`config.mk`:
```
export PLATFORM = sky130hd
export DESIGN_NAME = mul_seq_ctrl
export DESIGN_NICKNAME = d
export VERILOG_FILES = /design/src/rtl/mul_seq_ctrl.sv
export SDC_FILE = /design/constraint.sdc
export NUM_CORES = 1
export LEC_CHECK = 0
export CAP_MARGIN = 15
export CORE_AREA = 2 2 142 102
export DETAILED_ROUTE_END_ITERATION = 12
export DIE_AREA = 0 0 144 104
export GPL_ROUTABILITY_DRIVEN = 0
export GPL_TIMING_DRIVEN = 0
export PLACE_DENSITY = 0.79
export SYNTH_ARGS = -nofsm -noshare
export SYNTH_HDL_FRONTEND = slang
export SYNTH_SLANG_ARGS = --single-unit
```
`constraint.sdc`:
```
create_clock -name clk_i -period 5.43 [get_ports clk_i]
set_input_delay 1.086 -clock clk_i [delete_from_list [all_inputs] [get_ports clk_i]]
set_output_delay 1.086 -clock clk_i [all_outputs]
set_load 0.02 [all_outputs]
```
`src/rtl/mul_seq_ctrl.sv`:
```
// mul_seq_ctrl
// Sequencer for a multi-cycle radix-2 shift-add multiplier serving RV32 MUL
// in the single-issue datapath. A request is accepted from decode only in
// IDLE. The PC is frozen while the loop runs, and a one-cycle register-file
// writeback is issued when the product is ready.
//
// Parameters
//   WIDTH      operand/result width; the result is the low WIDTH bits of a*b
//   EARLY_EXIT 1 = leave the loop once the remaining multiplier is zero
//
// Ports
//   clk_i      clock, rising edge
//   rst_i      asynchronous active-high reset
//   req_i      decoded instruction is MUL (qualified by decode)
//   flush_i    abort any in-flight multiply, no writeback
//   op_a_i     RS1 data (multiplicand)
//   op_b_i     RS2 data (multiplier)
//   rd_addr_i  destination register
//   PCWrite_o  0 = hold PC
//   busy_o     state is BUSY
//   result_o   product; holds its last value outside DONE
//   RegWrite_o writeback strobe (suppressed for x0)
//   rd_addr_o  latched destination register
module mul_seq_ctrl #(
  parameter int WIDTH      = 32,
  parameter int EARLY_EXIT = 1
) (
  input  logic             clk_i,
  input  logic             rst_i,
  input  logic             req_i,
  input  logic             flush_i,
  input  logic [WIDTH-1:0] op_a_i,
  input  logic [WIDTH-1:0] op_b_i,
  input  logic [4:0]       rd_addr_i,
  output logic             PCWrite_o,
  output logic             busy_o,
  output logic [WIDTH-1:0] result_o,
  output logic             RegWrite_o,
  output logic [4:0]       rd_addr_o
);

  localparam int CW = (WIDTH > 1) ? $clog2(WIDTH) : 1;
  localparam logic [CW-1:0] LAST_COUNT = CW'(WIDTH - 1);

  typedef enum logic [1:0] {
    IDLE,
    BUSY,
    DONE
  } stateT;

  stateT            r_state;
  stateT            w_nextState;
  logic [WIDTH-1:0] r_acc;
  logic [WIDTH-1:0] r_mcand;
  logic [WIDTH-1:0] r_mplier;
  logic [CW-1:0]    r_count;
  logic [WIDTH-1:0] r_result;
  logic [4:0]       r_rd;

  logic             w_accept;
  logic             w_step;
  logic             w_lastIter;
  logic             w_doneLive;
  logic [WIDTH-1:0] w_accNext;
  logic [WIDTH-1:0] w_mplierNext;

  // A request is taken only from IDLE, and a simultaneous flush always wins.
  // One loop iteration runs in every BUSY cycle that is not being flushed.
  // The DONE cycle is "live" (it drives the product and the writeback) unless
  // a flush arrives in that same cycle.
  assign w_accept   = (r_state == IDLE) && req_i && !flush_i;
  assign w_step     = (r_state == BUSY) && !flush_i;
  assign w_doneLive = (r_state == DONE) && !flush_i;

  // One shift-add iteration. The accumulator wraps mod 2^WIDTH, which keeps
  // the low half correct for two's-complement operands as well. The loop
  // ends either on the final bit position or, with early exit, when no set
  // multiplier bits remain after this iteration's shift.
  assign w_accNext    = r_mplier[0] ? (r_acc + r_mcand) : r_acc;
  assign w_mplierNext = r_mplier >> 1;
  assign w_lastIter   = (r_count == LAST_COUNT) ||
                        ((EARLY_EXIT != 0) && (w_mplierNext == '0));

  // State register. A reset in any state drops straight back to IDLE, so an
  // in-flight multiply never reaches its writeback.
  always_ff @(posedge clk_i or posedge rst_i) begin
    if (rst_i) begin
      r_state <= IDLE;
    end else begin
      r_state <= w_nextState;
    end
  end

  // Next-state and control outputs. The PC is released by default. It is held
  // in the acceptance cycle so the MUL stays in decode, and it is held for
  // every BUSY cycle. A flush releases the PC immediately and forces IDLE.
  // DONE always lasts one cycle and ignores req_i, because req_i is still the
  // same MUL that was just served.
  always_comb begin
    w_nextState = r_state;
    PCWrite_o   = 1'b1;
    busy_o      = 1'b0;
    unique case (r_state)
      IDLE: begin
        if (w_accept) begin
          w_nextState = BUSY;
          PCWrite_o   = 1'b0;
        end
      end
      BUSY: begin
        busy_o = 1'b1;
        if (flush_i) begin
          w_nextState = IDLE;
        end else begin
          PCWrite_o = 1'b0;
          if (w_lastIter) begin
            w_nextState = DONE;
          end
        end
      end
      DONE: begin
        w_nextState = IDLE;
      end
      default: begin
        w_nextState = IDLE;
      end
    endcase
  end

  // Datapath registers. On acceptance the operands and destination are
  // captured, so later changes on the register-file ports cannot disturb the
  // loop. During BUSY the multiplicand walks left and the multiplier walks
  // right, one bit per cycle. A flush leaves everything untouched. The next
  // acceptance reinitialises these registers anyway.
  always_ff @(posedge clk_i or posedge rst_i) begin
    if (rst_i) begin
      r_acc    <= '0;
      r_mcand  <= '0;
      r_mplier <= '0;
      r_count  <= '0;
      r_rd     <= '0;
    end else if (w_accept) begin
      r_acc    <= '0;
      r_mcand  <= op_a_i;
      r_mplier <= op_b_i;
      r_count  <= '0;
      r_rd     <= rd_addr_i;
    end else if (w_step) begin
      r_acc    <= w_accNext;
      r_mcand  <= r_mcand << 1;
      r_mplier <= w_mplierNext;
      r_count  <= r_count + CW'(1);
    end
  end

  // Result holding register. It only captures the accumulator when a DONE
  // cycle actually completes. A flushed DONE therefore leaves the previously
  // reported product on result_o.
  always_ff @(posedge clk_i or posedge rst_i) begin
    if (rst_i) begin
      r_result <= '0;
    end else if (w_doneLive) begin
      r_result <= r_acc;
    end
  end

  // In a live DONE cycle the product is presented straight from the
  // accumulator. Outside DONE, result_o shows the last completed product.
  // Writes to x0 never raise the strobe.
  assign result_o   = w_doneLive ? r_acc : r_result;
  assign RegWrite_o = w_doneLive && (r_rd != 5'd0);
  assign rd_addr_o  = r_rd;

endmodule

```
==> flow_metrics.py, run 1 <==
metrics = {
    "clock_network": {
        "cts_hold_buf": 0,
        "path_clk_slew_ns": 0.06,
        "h-tree-depth": 4,
        "worstSkewPairLatency_ns": 0.42,
        "cts_setup_buffers": 0,
        "cts_tree": "yes",
        "root_buffer": "clkbuf_16",
        "numCtsBuffers": 17,
        "post_cts_resize_count": 0,
        "cts_sinks": 140,
        "clockBufferDepth": 2,
    },
    "timing": {
        "worst_pin_slew_ns": 0.750,
        "setup_viol": 0,
        "rsz0062_at_grt": "no",
        "setup_slack_ns": 0.656,
        "period_minus_slack_ns": 4.77,
        "relSlewSlack": 0.498,
        "finClkSkew_ns": 0.00644,
        "hold_ws_ns": 0.492,
        "fin_setup_tns_ns": 0,
        "fmax_mhz": 209,
        "period_share": 0.879,
        "slew_violations": 0,
        "final_hold_viol_count": 0,
    },
    "power": {
        "p_leak_nw": 4.26,
        "powerDensity_nw_per_um2": 486,
        "ir_drop_mv": 0.290,
        "finalPower_mw": 4.51,
    },
    "yosys": {
        "synth_nets": 870,
        "yosys_warnings": 0,
        "synth_cell_types": 47,
        "ys.flop_type": "dfrtp_1",
        "synth_area_um2": 7250,
        "synth.most_common_cell": "nand2_1",
        "synth_commonest_cells": "nand2_1 (175), dfrtp_1 (140), a22oi_1 (62), nand3_1 (41)",
        "netlist_instances": 763,
        "synth_seq_cells": 140,
        "synth_area_per_cell_um2": 9.51,
        "seq_area_frac_synth": 0.483,
        "synth_top_area_cell": "dfrtp_1",
        "postSynth.asyncResetShare": 1.00,
        "synth_edf_count": 0,
        "synth.area.top_cells": "dfrtp_1 (48%), nand2_1 (9.1%), a22oi_1 (6.4%)",
        "synth.top_cell.area_share": 0.483,
    },
    "global_route": {
        "grt_usage": 0.262,
        "grt-ovfl-total": 0,
        "grt_first_pass_wirelength_um": 30800,
        "antenna_found_initial": 0,
        "first_global_vias": 5993,
        "grt_max_degree": 94,
    },
    "setup_path": {
        "max_stage_delay_ns": 0.62,
        "rr_endpoint": "r_acc[28]",
        "r2r_start": "r_mcand[0]",
        "start_kind": "input pin",
        "endpoint_kind": "output port",
        "reg2reg_slack_ns": 2.49,
        "crit_end": "result_o[30]",
        "crit_chain": "clkdlybuf4s50_1, nor2_1, and2_1, clkbuf_1, clkbuf_1, mux2_2, clkdlybuf4s50_1",
        "cp.required_ns": 4.34,
        "reg2regPathDepth": 10,
        "worstPathMaxFanout": 10,
        "crit_type": "input pin to output port",
        "critPathSlowestCell": "clkbuf_1",
        "cp.arrival_ns": 3.69,
        "crit_path_start": "flush_i",
    },
    "route": {
        "drt_pass1_iterations": 5,
        "dr_total_vias": 6271,
        "vias_per_cell": 5.72,
        "wire_per_inst_um": 17.2,
        "ant_nets": 0,
        "route.detailed.drc": 0,
        "drt_iter0_drc": 614,
        "drt_wl_total_um": 18900,
    },
    "placed_design": {
        "io_buffers": 112,
        "placed_area_um2": 8640,
        "dp_hpwl_um": 13200,
        "place_ws_ns": 0.715,
        "dp_cells": 1066,
    },
    "finish": {
        "stdcell_count": 1096,
        "fin_util": 0.679,
        "num_antenna_cells": 0,
        "design_area_um2": 9270,
        "drive_above_1_share": 0.0762,
        "final_nets": 1002,
        "area_growth_pct": 27.7,
    },
    "die": {
        "start_util": 0.531,
        "die_w_um": 144,
        "core_um2": 13600,
        "rows": 36,
        "die_y_um": 104,
        "num_io_pins": 113,
        "fp.dieArea_um2": 15000,
    },
    "worst_hold_path": {
        "hp-class": "register to register",
    },
    "outcome": {
        "outcome": "finished clean",
    },
    "flow_run": {
        "drv_cap": 0,
    },
}
[state kept, by name, summed over array words and instances, names as in the netlist]
register / cells
r_acc: 32
r_count: 5
r_mcand: 32
r_mplier: 32
r_result: 32
r_state: 2
rd_addr_o: 5
[how the worst min path moves through the flow]
stage | startpoint | endpoint | slack [ns] | cells past startpoint
after floorplan | r_acc[31] | r_acc[31] | 0.44 | 1
after global placement | r_acc[31] | r_acc[31] | 0.46 | 1
after detailed placement | r_result[9] | r_result[9] | 0.48 | 1
after CTS | r_result[9] | r_result[9] | 0.50 | 1
after global routing | r_acc[31] | r_acc[31] | 0.51 | 1
final | r_result[9] | r_result[9] | 0.49 | 1
[per-layer routing]
| layer | up-vias | share of wire | wire [µm] | track usage |
|---|---|---|---|---|
| met1 | 3016 | 0.49 | 9260 | 0.401 |
| met4 | 0 | 0.017 | 312 | 0.0784 |
| met2 | 238 | 0.44 | 8230 | 0.378 |
| met5 | - | 0 | 0 | 0 |
| met3 | 30 | 0.059 | 1110 | 0.0470 |
| li1 | 2987 | - | - | - |
[critical path: cells and delay by family]
family	cells	cell delay, ns
buffers and inverters	4	1.90
and+or+nand+nor	2	0.26
muxes	1	0.44
[area by class of cell]
type	instances	area, µm²
repair buffers	113	1150
flip-flops and latches	140	3500
plain buffers	45	169
fillers	1049	4380
inverters	10	42.5
well taps	190	238
multi-input cells	568	3540
clock inverters	10	164
clock buffers	20	457
[power breakdown]
part,internal (mW),switching [mW],leakage [nW]
Combinational,0.708,0.908,2.12
Sequential,1.38,0.277,1.83
Clock,0.790,0.447,0.303
Total,2.87,1.63,4.26
[cells in the final DEF, fill, tap and decap left out, types with 10 or more instances in the layout]
master,n
a22oi_1,62
dfrtp_1,140
nand3_1,41
nor2_1,20
clkbuf_1,39
o21ai_0,38
nand4_1,10
xnor2_1,16
clkbuf_16,17
clkdlybuf4s50_1,112
nand2_1,175
xor2_1,11
a21oi_1,36
mux2_2,32
ha_1,33
[kinds of logic after synthesis]
logic type | after synthesis | share of synthesized area
compound gates | 186 | 0.168
xor+xnor | 27 | 0.0326
fa+ha+maj | 34 | 0.0597
buf+inv | 55 | 0.0285
flops | 140 | 0.483
mux | 37 | 0.0566
simple gates | 284 | 0.172
Note: power is estimated with default switching activity, not from simulation.
==> run 2, diff against run 1 <==
TNS_END_PERCENT = 30   (was not set)
==> results of run 2 <==
No change in the layout: final DEF, timing and power equal those of run 1.
